`src/rtl/din_syn_receiver.sv`:
```
// Receive side of the DIN/SYN link: oversamples the serial triple, deserializes one
// frame, reports length/timeout errors and compares the frame against an expected pattern.
module din_syn_receiver #(
    parameter int TOTAL_BITS = 490,
    parameter int CNT_W      = 10,
    parameter int TIMEOUT    = 4096
) (
    input  logic                  clk_in,
    input  logic                  rst,
    input  logic                  ser_clk,
    input  logic                  ser_din,
    input  logic                  ser_syn,
    input  logic [TOTAL_BITS-1:0] expect_reg,
    output logic [TOTAL_BITS-1:0] data_out,
    output logic                  frame_valid,
    output logic                  frame_err,
    output logic [1:0]            err_code,
    output logic [CNT_W-1:0]      bit_count,
    output logic                  match,
    output logic                  busy
);

    localparam int TMR_W = $clog2(TIMEOUT) + 1;
    localparam int IDX_W = $clog2(TOTAL_BITS);

    localparam logic [0:0] S_IDLE = 1'b0;
    localparam logic [0:0] S_RECV = 1'b1;

    localparam logic [1:0] ERR_NONE  = 2'b00;
    localparam logic [1:0] ERR_SHORT = 2'b01;
    localparam logic [1:0] ERR_LONG  = 2'b10;
    localparam logic [1:0] ERR_TMO   = 2'b11;

    localparam logic [CNT_W-1:0] CNT_FULL = CNT_W'(TOTAL_BITS);
    localparam logic [CNT_W-1:0] CNT_MAX  = '1;
    localparam logic [TMR_W-1:0] TMR_LAST = TMR_W'(TIMEOUT - 1);

    logic [2:0] clk_sync_q, din_sync_q, syn_sync_q;
    logic       evt, din_s, syn_s;

    logic [0:0]            state_q, state_d;
    logic [CNT_W-1:0]      cnt_q, cnt_d;
    logic                  ovf_q, ovf_d;
    logic [TMR_W-1:0]      timer_q, timer_d;
    logic [TOTAL_BITS-1:0] capture_q, capture_d;
    logic [TOTAL_BITS-1:0] data_out_q, data_out_d;
    logic                  match_q, match_d;
    logic [1:0]            err_code_q, err_code_d;
    logic [CNT_W-1:0]      bit_count_q, bit_count_d;
    logic                  frame_valid_q, frame_valid_d;
    logic                  frame_err_q, frame_err_d;

    // Bit [0] is s1, [1] is s2, [2] is s3; the edge is judged between s2 and s3.
    always_ff @(posedge clk_in) begin
        if (rst) begin
            clk_sync_q <= '0;
            din_sync_q <= '0;
            syn_sync_q <= '0;
        end else begin
            clk_sync_q <= {clk_sync_q[1:0], ser_clk};
            din_sync_q <= {din_sync_q[1:0], ser_din};
            syn_sync_q <= {syn_sync_q[1:0], ser_syn};
        end
    end

    assign evt   = clk_sync_q[1] & ~clk_sync_q[2];
    assign din_s = din_sync_q[1];
    assign syn_s = syn_sync_q[1];

    always_comb begin
        state_d       = state_q;
        cnt_d         = cnt_q;
        ovf_d         = ovf_q;
        timer_d       = timer_q;
        capture_d     = capture_q;
        data_out_d    = data_out_q;
        match_d       = match_q;
        err_code_d    = err_code_q;
        bit_count_d   = bit_count_q;
        frame_valid_d = 1'b0;
        frame_err_d   = 1'b0;
        case (state_q)
            S_IDLE: begin
                if (evt && !syn_s) begin
                    capture_d[0] = din_s;
                    cnt_d        = CNT_W'(1);
                    ovf_d        = 1'b0;
                    timer_d      = '0;
                    state_d      = S_RECV;
                end else if (evt) begin
                    frame_err_d = 1'b1;
                    err_code_d  = ERR_SHORT;
                    bit_count_d = '0;
                end
            end
            S_RECV: begin
                if (evt && !syn_s) begin
                    if (cnt_q < CNT_FULL) begin
                        capture_d[cnt_q[IDX_W-1:0]] = din_s;
                    end else begin
                        ovf_d = 1'b1;
                    end
                    if (cnt_q != CNT_MAX) begin
                        cnt_d = cnt_q + CNT_W'(1);
                    end
                    timer_d = '0;
                end else if (evt) begin
                    // Frame end: the din sampled alongside syn carries no data.
                    if (ovf_q) begin
                        frame_err_d = 1'b1;
                        err_code_d  = ERR_LONG;
                    end else if (cnt_q == CNT_FULL) begin
                        frame_valid_d = 1'b1;
                        err_code_d    = ERR_NONE;
                        data_out_d    = capture_q;
                        match_d       = (capture_q == expect_reg);
                    end else begin
                        frame_err_d = 1'b1;
                        err_code_d  = ERR_SHORT;
                    end
                    bit_count_d = cnt_q;
                    cnt_d       = '0;
                    ovf_d       = 1'b0;
                    timer_d     = '0;
                    state_d     = S_IDLE;
                end else if (timer_q == TMR_LAST) begin
                    frame_err_d = 1'b1;
                    err_code_d  = ERR_TMO;
                    bit_count_d = cnt_q;
                    cnt_d       = '0;
                    ovf_d       = 1'b0;
                    timer_d     = '0;
                    state_d     = S_IDLE;
                end else begin
                    timer_d = timer_q + TMR_W'(1);
                end
            end
            default: state_d = S_IDLE;
        endcase
    end

    always_ff @(posedge clk_in) begin
        if (rst) begin
            state_q       <= S_IDLE;
            cnt_q         <= '0;
            ovf_q         <= 1'b0;
            timer_q       <= '0;
            data_out_q    <= '0;
            match_q       <= 1'b0;
            err_code_q    <= ERR_NONE;
            bit_count_q   <= '0;
            frame_valid_q <= 1'b0;
            frame_err_q   <= 1'b0;
        end else begin
            state_q       <= state_d;
            cnt_q         <= cnt_d;
            ovf_q         <= ovf_d;
            timer_q       <= timer_d;
            data_out_q    <= data_out_d;
            match_q       <= match_d;
            err_code_q    <= err_code_d;
            bit_count_q   <= bit_count_d;
            frame_valid_q <= frame_valid_d;
            frame_err_q   <= frame_err_d;
        end
    end

    // Shift storage only; every bit is rewritten before a frame can be accepted.
    always_ff @(posedge clk_in) begin
        capture_q <= capture_d;
    end

    assign data_out    = data_out_q;
    assign match       = match_q;
    assign err_code    = err_code_q;
    assign bit_count   = bit_count_q;
    assign frame_valid = frame_valid_q;
    assign frame_err   = frame_err_q;
    assign busy        = (state_q == S_RECV);

endmodule

```
`config.mk`:
```
export PLATFORM = sky130hd
export DESIGN_NAME = din_syn_receiver
export DESIGN_NICKNAME = d
export VERILOG_FILES = /design/src/rtl/din_syn_receiver.sv
export SDC_FILE = /design/constraint.sdc
export NUM_CORES = 2
export LEC_CHECK = 0
export BUFFER_PORTS_ARGS = -buffer_cell sky130_fd_sc_hd__buf_2
export CAP_MARGIN = 20
export CORE_AREA = 2 2 395 397
export CTS_BUF_LIST = sky130_fd_sc_hd__clkbuf_8 sky130_fd_sc_hd__clkbuf_16
export DETAILED_ROUTE_END_ITERATION = 7
export DIE_AREA = 0 0 397 399
export SYNTH_ARGS = -nofsm -noshare
export SYNTH_HDL_FRONTEND = slang
export SYNTH_SLANG_ARGS = --single-unit
```
`constraint.sdc`:
```
create_clock -name clk_in -period 16.7 [get_ports clk_in]
set_clock_uncertainty 0.2 [all_clocks]
set_input_delay 2.505 -clock clk_in [delete_from_list [all_inputs] [get_ports clk_in]]
set_output_delay 2.505 -clock clk_in [all_outputs]
set_load 0.01 [all_outputs]
```
* Word-level counts from Yosys, hierarchy flattened
Index checks and enable logic that the tools add are counted.
** Operators by class
- Equality and inequality tests :: 14
- Bitwise gates (word level) :: 6
- Order comparisons :: 3
- $add $sub $neg :: 2
- Reductions and logical operators :: 10
- Muxes and demuxes :: 52
** Operator list (number)
- bitwise mux 490 bit :: 1
- equality test 490 bit :: 1
- 2-to-1 mux 10 bit :: 10
- 2-to-1 mux 13 bit :: 4
- case mux 10 bit (2 select lines) :: 2
- case mux 13 bit (2 select lines) :: 1
- 2-to-1 mux 1 bit :: 22
- adder 13 x 1 -> 13 bit, second input constant :: 1
- equality test 13 x 12 -> 1 bit, second input constant :: 1
- 2-to-1 mux 2 bit :: 6
- AND reduction 3 bit :: 4
- adder 10 x 1 -> 10 bit, second input constant :: 1
- equality test 10 x 9 -> 1 bit, second input constant :: 1
- less-than comparator 10 x 9 -> 1 bit, second input constant :: 1
- less-than comparator 9 x 10 -> 1 bit, second input constant :: 1
- != test 10 bit, second input constant :: 1
- demux 1 bit (select 9 bit) :: 1
- greater-or-equal comparator 9 x 1 -> 1 bit, second input constant :: 1
- != test 2 bit, second input constant :: 4
- case mux 1 bit (2 select lines) :: 4
- != test 3 x 2 -> 1 bit, second input constant :: 2
- NOT 1 bit :: 5
- AND reduction 5 bit :: 1
- OR reduction 5 bit :: 1
- 8 further kinds :: 10
** Storage, ports and cells
- Register bits :: 1027

* Logic depth before layout (Yosys ltp)
- Word-level depth :: 8
- Depth in mapped cells :: 11

* Worst setup path before layout
No wires, ideal clock.
- Path type :: flip-flop to flip-flop
- Start :: reg din_sync_q[1]
- End :: reg capture_q[100], data pin
- Period minus slack after synthesis :: 7879 ps
- Path buffers :: 0
- Setup slack :: 8821 ps
- Data arrival time :: 6229 ps
- Cell stages (with the launch flop) :: 1
- Library setup time :: 1449 ps
- Cells stage by stage :: dfxtp_1
** Between the ends
- Longest elaborated chain between the ends :: 1
** Ends and longest elaborated chain
- from (decl) :: RTL line 38 : logic [2:0] clk_sync_q, din_sync_q, syn_sync_q;
- from (signal assigned) :: RTL line 61 : din_sync_q <= {din_sync_q[1:0], ser_din};
- bitwise mux 490 bit :: RTL line 99 : capture_d[cnt_q[IDX_W-1:0]] = din_s;
- to (signal assigned) :: RTL line 170 : capture_q <= capture_d;
- to (decl) :: RTL line 45 : logic [TOTAL_BITS-1:0] capture_q, capture_d;
Every way passes these cells.
A chain may end at the register's enable or synchronous reset.

* Worst setup path in the final report
- Start :: reg cnt_q[8]
- End :: reg data_out_q[372], in the netlist data_out[372]
** Between the ends
- Longest elaborated chain between the ends :: 2
** Ends and longest elaborated chain
- from (decl) :: RTL line 42 : logic [CNT_W-1:0] cnt_q, cnt_d;
- from (signal assigned) :: RTL line 156 : cnt_q <= cnt_d;
- equality test 10 x 9 -> 1 bit :: RTL line 112 : end else if (cnt_q == CNT_FULL) begin
- AND reduction 5 bit (no source line)
- to (signal assigned) :: RTL line 159 : data_out_q <= data_out_d;
- to (decl) :: RTL line 46 : logic [TOTAL_BITS-1:0] data_out_q, data_out_d;
Every way passes these cells.

==> flow_summary_export.csv <==
group,metric,value,unit
clocking,cts_hold_buf,0,
route,drt_iter0_markers,4192,
logic_synthesis,synth_edf_count,490,
pwr,p_total,0.00565,W
placement,portBuffers,1000,
timing,slew_headroom,20.2,%
logic_synthesis,synth-async-reset-ratio,0,%
global_route,grt_start_max_net_pins,229,
clocking,cts_resized,0,
clocking,cts_buffer_depth,3,
global_route,grtUsageMet3,7.66,%
worst_setup_path,r2r_cells,8,
worst_setup_path,timing.rr.start,"cnt_q[8]",
layout,areaGrowthSynthToFinish,27.4,%
logic_synthesis,synth-seq-cells,1027,
timing,slew_violations,0,
global_route,track_usage,30.7,%
logic_synthesis,synthFlopType,"dfxtp_1",
route,vias,37031,
worst_setup_path,crit_start,"cnt_q[8]",
global_route,grt_pass1_wl,320,mm
worst_setup_path,criticalPathCategory,"reg2reg",
global_route,top_usage_layer,"met2",
placement,gp_congestion,0.939,
clocking,post_cts_buffers,0,
pwr,power_density,107,nW/um^2
clocking,cts_tree,"yes",
floorplan,design.core.area,154000,um^2
global_route,grt.overflow.total,0,
floorplan,dieArea,158000,um^2
logic_synthesis,yosysWarnings,0,
clocking,cts_buffers,114,
floorplan,die_h,399,um
worst_setup_path,required,17.18,ns
route,dr.pass1.iters,8,
global_route,use_met2,50.6,%
worst_setup_path,crit_fanout,76,
route,drc,0,
logic_synthesis,yosysSeqAreaShare,61.7,%
worst_setup_path,reg2reg_to,"data_out[372]",
timing,fin_crit_sh,36.2,%
timing,timing.setup.tns,0,ns
route,avgViaCountPerCell,5.09,
worst_setup_path,end_kind,"flop",
timing,hold_viol,0,
min_path,hold_path.class,"reg2reg",
route,wire_per_inst,34.9,um
pwr,peakVddDrop,0.0934,mV
logic_synthesis,syn_avg_cell_area,9.93,um^2
logic_synthesis,netlist_area,41300,um^2
clocking,clkSlewWorstSetupHoldPaths,0.07,ns
clocking,clk_latency,0.78,ns
route,routed_wl,254,mm
pwr,p_leak,19.1,nW
timing,rsz0062_at_grt,"no",
worst_setup_path,crit_end,"data_out[372]",
logic_synthesis,ys_types,44,
floorplan,pin_count,1001,
worst_setup_path,worst_setup_path_start_kind,"flop",
clocking,clkSinkCount,1027,
timing,timing.fmax,165,MHz
placement,dp_hpwl,193,mm
flow_run,maxCapViolCount,0,
layout,design_area,52600,um^2
layout,drive_above_1_share,24.8,%
global_route,gr-usage-met1,36.7,%
timing,hold-worst-slack,0.239,ns
layout,final_util,34.2,%
timing,setup_viol,0,
worst_setup_path,r2r_setup_slack,10.65,ns
logic_synthesis,synthCells,4157,
timing,worst_pin_slew,1.19,ns
run_status,outcome,"finished clean",
clocking,root_buffer,"clkbuf_16",
route,postRouteAntennaNets,0,
global_route,grt_pass1_vias,34293,
layout,fin_nets,5587,
layout,nFillCells,15877,
floorplan,start_util,26.9,%
timing,period_minus_slack,6.05,ns
floorplan,placementRows,144,
floorplan,die_x,397,um
global_route,antenna_found_initial,92,
logic_synthesis,synth_nets,4657,
worst_setup_path,critical_path_arrival,6.53,ns
placement,placement.cell_area,48400,um^2
clocking,htreeDepth,3,
cell usage after synthesis, types with 2 or more instances:
| cell | count | area [um^2] |
|---|---|---|
| xor2_1 | 160 | 1400 |
| nor4_1 | 67 | 419 |
| and3b_1 | 4 | 35.0 |
| clkbuf_1 | 204 | 766 |
| edfxtp_1 | 490 | 14700 |
| dfxtp_1 | 537 | 10800 |
| nand2b_1 | 4 | 25.0 |
| a22oi_1 | 13 | 97.6 |
| nor2_1 | 537 | 2020 |
| nand3_1 | 19 | 95.1 |
| buf_6 | 11 | 124 |
| a21boi_0 | 2 | 15.0 |
| nand4_1 | 108 | 676 |
| xnor2_1 | 337 | 2950 |
| and2_1 | 5 | 31.3 |
| a21oi_1 | 502 | 2510 |
| a21o_1 | 2 | 15.0 |
| nor3_1 | 8 | 40.0 |
| buf_2 | 47 | 235 |
| nand2_1 | 1035 | 3880 |
| o21ai_0 | 11 | 55.1 |
| buf_1 | 3 | 11.3 |
| and3_1 | 2 | 12.5 |
| or3_1 | 5 | 31.3 |
| a31oi_1 | 4 | 25.0 |
| ha_1 | 5 | 62.6 |
| nor4_2 | 3 | 37.5 |
| inv_1 | 3 | 11.3 |
| nor2b_1 | 11 | 68.8 |
| nor3b_1 | 4 | 30.0 |
final cells by class:
cell class              instances  area (um^2)  area share, %
repair buffers               1080         5650           10.7
clock inverters                77          787           1.50
well taps                    2044         2560           4.86
diodes                         43          108          0.205
multi-input cells            2861        14700           28.0
flip-flops and latches       1027        25500           48.4
inverters                       3         11.3         0.0214
clock buffers                 141         3270           6.22
report_power, final:
group / internal, W / leakage (nW) / total, W / switching (W)
Sequential: 0.00263 / 8.82 / 0.00263 / 0.00000444
Combinational: 0.0000870 / 8.16 / 0.000287 / 0.000200
Clock: 0.00158 / 2.11 / 0.00273 / 0.00115
per-layer routing:
metal  vias up  wire [um]
li1      15760          -
met1     18392      94500
met2      2361     120000
met3       480      24100
met4        38      15600
met5         -        248
critical path, stage by stage, from the launching register on:
cell and delay [ns]:
dfxtp_1 0.71, nor2b_2 0.32, nand4_1 0.94, nor4_2 0.79, and2_4 0.88, buf_4 0.75
buf_4 0.82, nand2_1 0.15, a21oi_1 0.16
registers in the layout, indices dropped and copies added, names as in the netlist:
register     count
bit_count       10
busy             1
capture_q      490
clk_sync_q       3
cnt_q           10
data_out       490
din_sync_q       2
err_code         2
frame_err        1
frame_valid      1
match            1
ovf_q            1
syn_sync_q       2
timer_q         13
cells by family (layout without fill, tap and decap cells):
family	after synthesis	in the layout	share of synthesized area [%]
xor gates and xnor gates	497	497	10.5
AOI/OAI and AO/OA	540	540	6.72
DFF	1027	1027	61.7
and+or+nand+nor	1818	1818	18.1
other	0	43	0
muxes	1	1	0.0242
adders and majority gates	5	5	0.152
buffers and inverters	269	1301	2.80
layout by cell type (no fill, tap or decap), drive strengths merged, types with 2 or more instances in the layout:
master	instances
o21ai	11
and3b	4
or3	5
ha	5
a22oi	13
clkbuf	141
a31oi	4
and2	5
clkinv	26
inv	39
nor3	8
nand3	20
nand4	108
nor2b	12
diode	43
a21o	2
a21boi	2
xnor2	337
nand2	1035
bufinv	12
edfxtp	490
xor2	160
nor4	71
clkinvlp	3
dfxtp	537
nor3b	4
nand2b	4
buf	1080
a21oi	502
and3	2
nor2	537
through the flow:
step / instances / setup slack, ns
after floorplan: 4157 / 8.82
after global placement: 6997 / 10.38
after detailed placement: 7015 / 10.62
after CTS: 7233 / 10.84
after global routing: 7262 / 10.51
final: 7276 / 10.65
worst min-delay path by stage:
stage / end / start / slack [ns] / cells past startpoint
2_1_floorplan: clk_sync_q[1] / clk_sync_q[0] / 0.21 / 1
3_3_place_gp: din_sync_q[1] / din_sync_q[0] / 0.22 / 1
3_5_place_dp: din_sync_q[1] / din_sync_q[0] / 0.23 / 1
4_1_cts: din_sync_q[1] / din_sync_q[0] / 0.24 / 1
5_1_grt: din_sync_q[1] / din_sync_q[0] / 0.25 / 1
6_report: din_sync_q[1] / din_sync_q[0] / 0.24 / 1
Power figures use the tool's default switching activity.
